### src/rtl/mem_access.sv
// Memory-access pipeline stage: serialises loads/stores over a byte-wide shared
// memory port and stalls the pipeline until the access completes.
module mem_access #(
  parameter int unsigned      AOP_W  = 8,
  parameter logic [AOP_W-1:0] OP_LB  = 8'h20,
  parameter logic [AOP_W-1:0] OP_LH  = 8'h21,
  parameter logic [AOP_W-1:0] OP_LW  = 8'h22,
  parameter logic [AOP_W-1:0] OP_LBU = 8'h23,
  parameter logic [AOP_W-1:0] OP_LHU = 8'h24,
  parameter logic [AOP_W-1:0] OP_SB  = 8'h25,
  parameter logic [AOP_W-1:0] OP_SH  = 8'h26,
  parameter logic [AOP_W-1:0] OP_SW  = 8'h27
) (
  input  logic             clk,
  input  logic             rst,
  input  logic [4:0]       wd_i,
  input  logic             wreg_i,
  input  logic [31:0]      wdata_i,
  input  logic [AOP_W-1:0] aluop_i,
  input  logic [31:0]      mem_addr_i,
  output logic [4:0]       wd_o,
  output logic             wreg_o,
  output logic [31:0]      wdata_o,
  output logic             stall_req_o,
  output logic             mem_req_o,
  input  logic             mem_gnt_i,
  output logic [31:0]      mem_a_o,
  output logic [7:0]       mem_dout_o,
  output logic             mem_wr_o,
  input  logic [7:0]       mem_din_i
);

  typedef enum logic [1:0] {IDLE, ACCESS, WAIT, DONE} state_t;

  state_t      state;
  logic [2:0]  cnt;
  logic [31:0] load_buf;
  logic        is_load;
  logic        is_store;
  logic        is_mem;
  logic [2:0]  nbytes;
  logic [1:0]  lane_prev;
  logic [31:0] load_val;

  always_comb begin
    is_load  = (aluop_i == OP_LB) || (aluop_i == OP_LH) || (aluop_i == OP_LW) ||
               (aluop_i == OP_LBU) || (aluop_i == OP_LHU);
    is_store = (aluop_i == OP_SB) || (aluop_i == OP_SH) || (aluop_i == OP_SW);
    is_mem   = is_load || is_store;
    nbytes   = 3'd4;
    if ((aluop_i == OP_LB) || (aluop_i == OP_LBU) || (aluop_i == OP_SB))
      nbytes = 3'd1;
    else if ((aluop_i == OP_LH) || (aluop_i == OP_LHU) || (aluop_i == OP_SH))
      nbytes = 3'd2;
  end

  // Read data lags its address by one cycle, so each capture targets the previous lane.
  assign lane_prev = cnt[1:0] - 2'd1;

  always_ff @(posedge clk or negedge rst) begin
    if (!rst) begin
      state    <= IDLE;
      cnt      <= '0;
      load_buf <= '0;
    end else begin
      case (state)
        IDLE: begin
          if (is_mem && mem_gnt_i) begin
            state    <= ACCESS;
            cnt      <= '0;
            load_buf <= '0;
          end
        end
        ACCESS: begin
          if (is_load && (cnt != 3'd0))
            load_buf[{lane_prev, 3'b000} +: 8] <= mem_din_i;
          cnt <= cnt + 3'd1;
          if (cnt == nbytes - 3'd1)
            state <= is_load ? WAIT : DONE;
        end
        WAIT: begin
          load_buf[{lane_prev, 3'b000} +: 8] <= mem_din_i;
          state <= DONE;
        end
        DONE:    state <= IDLE;
        default: state <= IDLE;
      endcase
    end
  end

  always_comb begin
    load_val = load_buf;
    if (aluop_i == OP_LB)
      load_val = {{24{load_buf[7]}}, load_buf[7:0]};
    else if (aluop_i == OP_LBU)
      load_val = {24'h000000, load_buf[7:0]};
    else if (aluop_i == OP_LH)
      load_val = {{16{load_buf[15]}}, load_buf[15:0]};
    else if (aluop_i == OP_LHU)
      load_val = {16'h0000, load_buf[15:0]};
  end

  // Outputs are gated by rst so the whole port reads zero while reset is held.
  always_comb begin
    wd_o        = '0;
    wreg_o      = 1'b0;
    wdata_o     = '0;
    stall_req_o = 1'b0;
    mem_req_o   = 1'b0;
    mem_a_o     = '0;
    mem_dout_o  = '0;
    mem_wr_o    = 1'b0;
    if (rst) begin
      wd_o = wd_i;
      case (state)
        IDLE: begin
          if (is_mem) begin
            stall_req_o = 1'b1;
            mem_req_o   = 1'b1;
          end else begin
            wreg_o  = wreg_i;
            wdata_o = wdata_i;
          end
        end
        ACCESS: begin
          stall_req_o = 1'b1;
          mem_req_o   = 1'b1;
          mem_a_o     = mem_addr_i + {29'd0, cnt};
          if (is_store) begin
            mem_wr_o   = 1'b1;
            mem_dout_o = wdata_i[{cnt[1:0], 3'b000} +: 8];
          end
        end
        WAIT: begin
          stall_req_o = 1'b1;
          mem_req_o   = 1'b1;
        end
        DONE: begin
          if (is_load) begin
            wreg_o  = wreg_i;
            wdata_o = load_val;
          end
        end
        default: ;
      endcase
    end
  end

endmodule

### config.mk
export PLATFORM = sky130hd
export DESIGN_NAME = mem_access
export DESIGN_NICKNAME = d
export VERILOG_FILES = /design/src/rtl/mem_access.sv
export SDC_FILE = /design/constraint.sdc
export NUM_CORES = 1
export LEC_CHECK = 0
export BUFFER_PORTS_ARGS = -buffer_cell sky130_fd_sc_hd__clkbuf_2
export CAP_MARGIN = 40
export CORE_MARGIN = 2
export CORE_UTILIZATION = 52
export DETAILED_ROUTE_END_ITERATION = 8
export HOLD_SLACK_MARGIN = 0.03
export PLACE_DENSITY = 0.87
export SLEW_MARGIN = 30
export SYNTH_ARGS = -nofsm -noshare
export SYNTH_HDL_FRONTEND = slang
export SYNTH_SLANG_ARGS = --single-unit
export TNS_END_PERCENT = 20
### constraint.sdc
create_clock -name clk -period 7.5 [get_ports clk]
set_input_delay 1.125 -clock clk [delete_from_list [all_inputs] [get_ports clk]]
set_output_delay 1.125 -clock clk [all_outputs]
set_load 0.1 [all_outputs]
==> impl_metrics.env <==
export IMPL_rrSetupSlack_ps=4870
export IMPL_final_instance_count_excl_fill=744
export IMPL_clk_latency_ps=300
export IMPL_cts_tree="built"
export IMPL_nets=746
export IMPL_avgSynthCellArea_um2=7.86
export IMPL_postCtsHoldBufs=0
export IMPL_drc_errors=0
export IMPL_hold_depth=1
export IMPL_whs_endpoint="load_buf[3]$_DFFE_PN0P_"
export IMPL_crit_required_ps=6380
export IMPL_synth_area_leaders="dfrtp_1, mux2i_1, nand2_1, mux4_2, nor2_1"
export IMPL_htree_num_levels=2
export IMPL_p_per_area_nw_per_um2=351
export IMPL_maxCapViolCount=0
export IMPL_synth_top_area_share_pct=24.3
export IMPL_vias_per_cell=5.75
export IMPL_dpl_worst_slack_ps=2590
export IMPL_ys_warn_count=0
export IMPL_die_h_um=89.6
export IMPL_cts_sinks=37
export IMPL_fin_ws_ps=2530
export IMPL_r2r_start="cnt[1]$_DFFE_PN0P_"
export IMPL_cp_end_kind="output port"
export IMPL_initial_core_util_pct=53.1
export IMPL_synthArstFlopShare_pct=100
export IMPL_die_w_um=89.6
export IMPL_drtIter0Drc=360
export IMPL_core_area_um2=7180
export IMPL_synth_nets=587
export IMPL_fin_crit_ps=4970
export IMPL_min_period_over_period_pct=66.3
export IMPL_fin_util_pct=68.1
export IMPL_diodes=0
export IMPL_synth_seq_cells=37
export IMPL_hp_class="reg2reg"
export IMPL_r2r_cells=7
export IMPL_relSlewSlack_pct=44.9
export IMPL_r2r_end="load_buf[14]$_DFFE_PN0P_"
export IMPL_synth_main_ff_cell="dfrtp_1"
export IMPL_tightest_slew_ps=827
export IMPL_grt_util_all_layers_pct=28.3
export IMPL_die_area_um2=8030
export IMPL_worst_setup_path_start_kind="input pin"
export IMPL_synth_most_common_cell="nand2_1"
export IMPL_io_buffers=169
export IMPL_synthToLayoutAreaGrowth_pct=28.1
export IMPL_fin_tns_setup_ps=0
export IMPL_placed_cells=735
export IMPL_syn_area_um2=3810
export IMPL_synthTopCellsByCount="nand2_1, nor2_1, dfrtp_1, inv_1"
export IMPL_grt_pass1_wl_mm=17.8
export IMPL_post_cts_resized=0
export IMPL_cp_max_fo=24
export IMPL_place_hpwl_mm=9.15
export IMPL_clock_fmax_mhz=201
export IMPL_wl_per_cell_um=15.9
export IMPL_grt_max_degree=51
export IMPL_min_from="load_buf[3]$_DFFE_PN0P_"
export IMPL_place_gp_congestion=0.891
export IMPL_cts_setup_buffers=0
export IMPL_ir_worst_vdd_uv=202
export IMPL_outcome="finished clean"
export IMPL_clockBufferDepth=2
export IMPL_synth_top_area_cell="dfrtp_1"
export IMPL_root_buffer="clkbuf_8"
export IMPL_path_class="in2out"
export IMPL_final_hold_violation_count=0
export IMPL_drive_gt1_share_pct=32.4
export IMPL_detail_route_antenna_nets=0
export IMPL_power_leakage_nw=2.32
export IMPL_syn_inst=485
export IMPL_grt_antenna_before_repair=0
export IMPL_finalSetupViolations=0
export IMPL_synth_seq_area_share_pct=24.3
export IMPL_io_pins=170
export IMPL_crit_arrival_ps=3850
export IMPL_rsz0062_at_grt="no"
export IMPL_fin_hold_ws_ps=512
export IMPL_synth_edff_count=0
export IMPL_totalWireLength_mm=11.8
export IMPL_synth_cell_type_count=51
export IMPL_grt_ovfl_total=0
export IMPL_firstDrtPassIters=5
export IMPL_vias=4277
export IMPL_grt_pass1_vias=3797
export IMPL_fin_skew_ps=7.90
export IMPL_finalMaxSlewViolations=0
export IMPL_rows=31
export IMPL_cts_buffers=5
export IMPL_clk_pin_slew_worst_paths_ps=70
-- worst max-delay path, cell delays in order --
cell	delay [ps]
clkbuf_2	100
nor3b_4	420
and4_1	520
o21a_1	680
o21ai_0	190
a21oi_1	270
clkbuf_2	510
-- kinds of logic after synthesis --
kind of cell | count (synthesis) | synth area share [%]
XOR/XNOR | 23 | 5.28
multiplexers | 33 | 11.3
AND/OR/NAND/NOR | 210 | 28.4
AO/OA/AOI/OAI | 107 | 19.8
flip-flops | 37 | 24.3
adder cells (fa/ha/maj) | 13 | 4.46
buffers and inverters | 62 | 6.47
-- through the flow --
| step | cell area [um2] | total power [mW] |
|---|---|---|
| 2_1_floorplan | 3810 | 1.29 |
| 3_3_place_gp | 4710 | 1.47 |
| 3_5_place_dp | 4760 | 1.51 |
| 4_1_cts | 4880 | 1.70 |
| 5_1_grt | 4880 | 1.79 |
| 6_report | 4880 | 1.71 |
-- where the power goes --
| group | switching (mW) | internal (mW) | total, mW | leakage, nW |
|---|---|---|---|---|
| registers | 0.0514 | 0.244 | 0.295 | 0.508 |
| logic | 0.902 | 0.333 | 1.23 | 1.75 |
| clock network | 0.0752 | 0.108 | 0.183 | 0.0574 |
| total | 1.03 | 0.685 | 1.71 | 2.32 |
-- per-layer routing --
| metal | up-vias | wire [um] | part of all wire (%) | GRT usage (%) |
|---|---|---|---|---|
| met3 | 25 | 915 | 7.8 | 5.39 |
| met4 | 0 | 270 | 2.3 | 9.77 |
| met1 | 1999 | 4720 | 40 | 36.5 |
| met2 | 210 | 5890 | 50 | 47.7 |
| li1 | 2043 | - | - | - |
| met5 | - | 0 | 0 | 0 |
-- cells in the final DEF (no fill, tap or decap), types with 4 or more instances in the layout --
| master | Yosys | final |
|---|---|---|
| nor2_1 | 44 | 44 |
| a22oi_1 | 17 | 17 |
| a21o_1 | 10 | 10 |
| clkbuf_8 | 0 | 6 |
| buf_4 | 1 | 4 |
| o21ai_1 | 13 | 13 |
| clkbuf_2 | 0 | 169 |
| nand3_1 | 11 | 11 |
| inv_1 | 37 | 37 |
| nor3b_1 | 4 | 4 |
| nor3_1 | 6 | 6 |
| and3_1 | 10 | 10 |
| o2111ai_1 | 5 | 5 |
| dfrtp_1 | 37 | 37 |
| a21oi_1 | 24 | 23 |
| xor2_1 | 16 | 16 |
| and2_1 | 22 | 22 |
| nand4_1 | 16 | 16 |
| mux4_2 | 8 | 8 |
| xnor2_1 | 7 | 7 |
| ha_1 | 12 | 12 |
| a22o_1 | 9 | 9 |
| o21ai_0 | 14 | 14 |
| or3_1 | 9 | 9 |
| nor2b_1 | 11 | 11 |
| nand2_1 | 58 | 58 |
| mux2i_1 | 24 | 24 |
-- sequential cells by signal, summed over array words and instances (netlist names) --
register,count
load_buf,32
cnt,3
state,2
-- layout make-up --
type                            instances  area (um2)
Inverter                               37         139
Sequential cell                        37         926
Multi-Input combinational cell        386        2650
Tap cell                               99         124
Clock inverter                          2        37.5
Fill cell                             578        2290
Timing Repair Buffer                  177         928
Clock buffer                            6        82.6
-- how the worst max path moves through the flow --
| stage | from | end | slack, ps | depth (start not counted) |
|---|---|---|---|---|
| 6_report | aluop_i[3] | wdata_o[31] | 2530 | 7 |
| 5_1_grt | aluop_i[3] | wdata_o[31] | 2380 | 7 |
| 4_1_cts | aluop_i[3] | wdata_o[31] | 2590 | 7 |
| 3_5_place_dp | aluop_i[3] | wdata_o[31] | 2590 | 7 |
| 3_3_place_gp | rst | mem_dout_o[5] | 2600 | 6 |
| 2_1_floorplan | aluop_i[3] | stall_req_o | 1950 | 4 |
(Power assumes the default switching activity.)
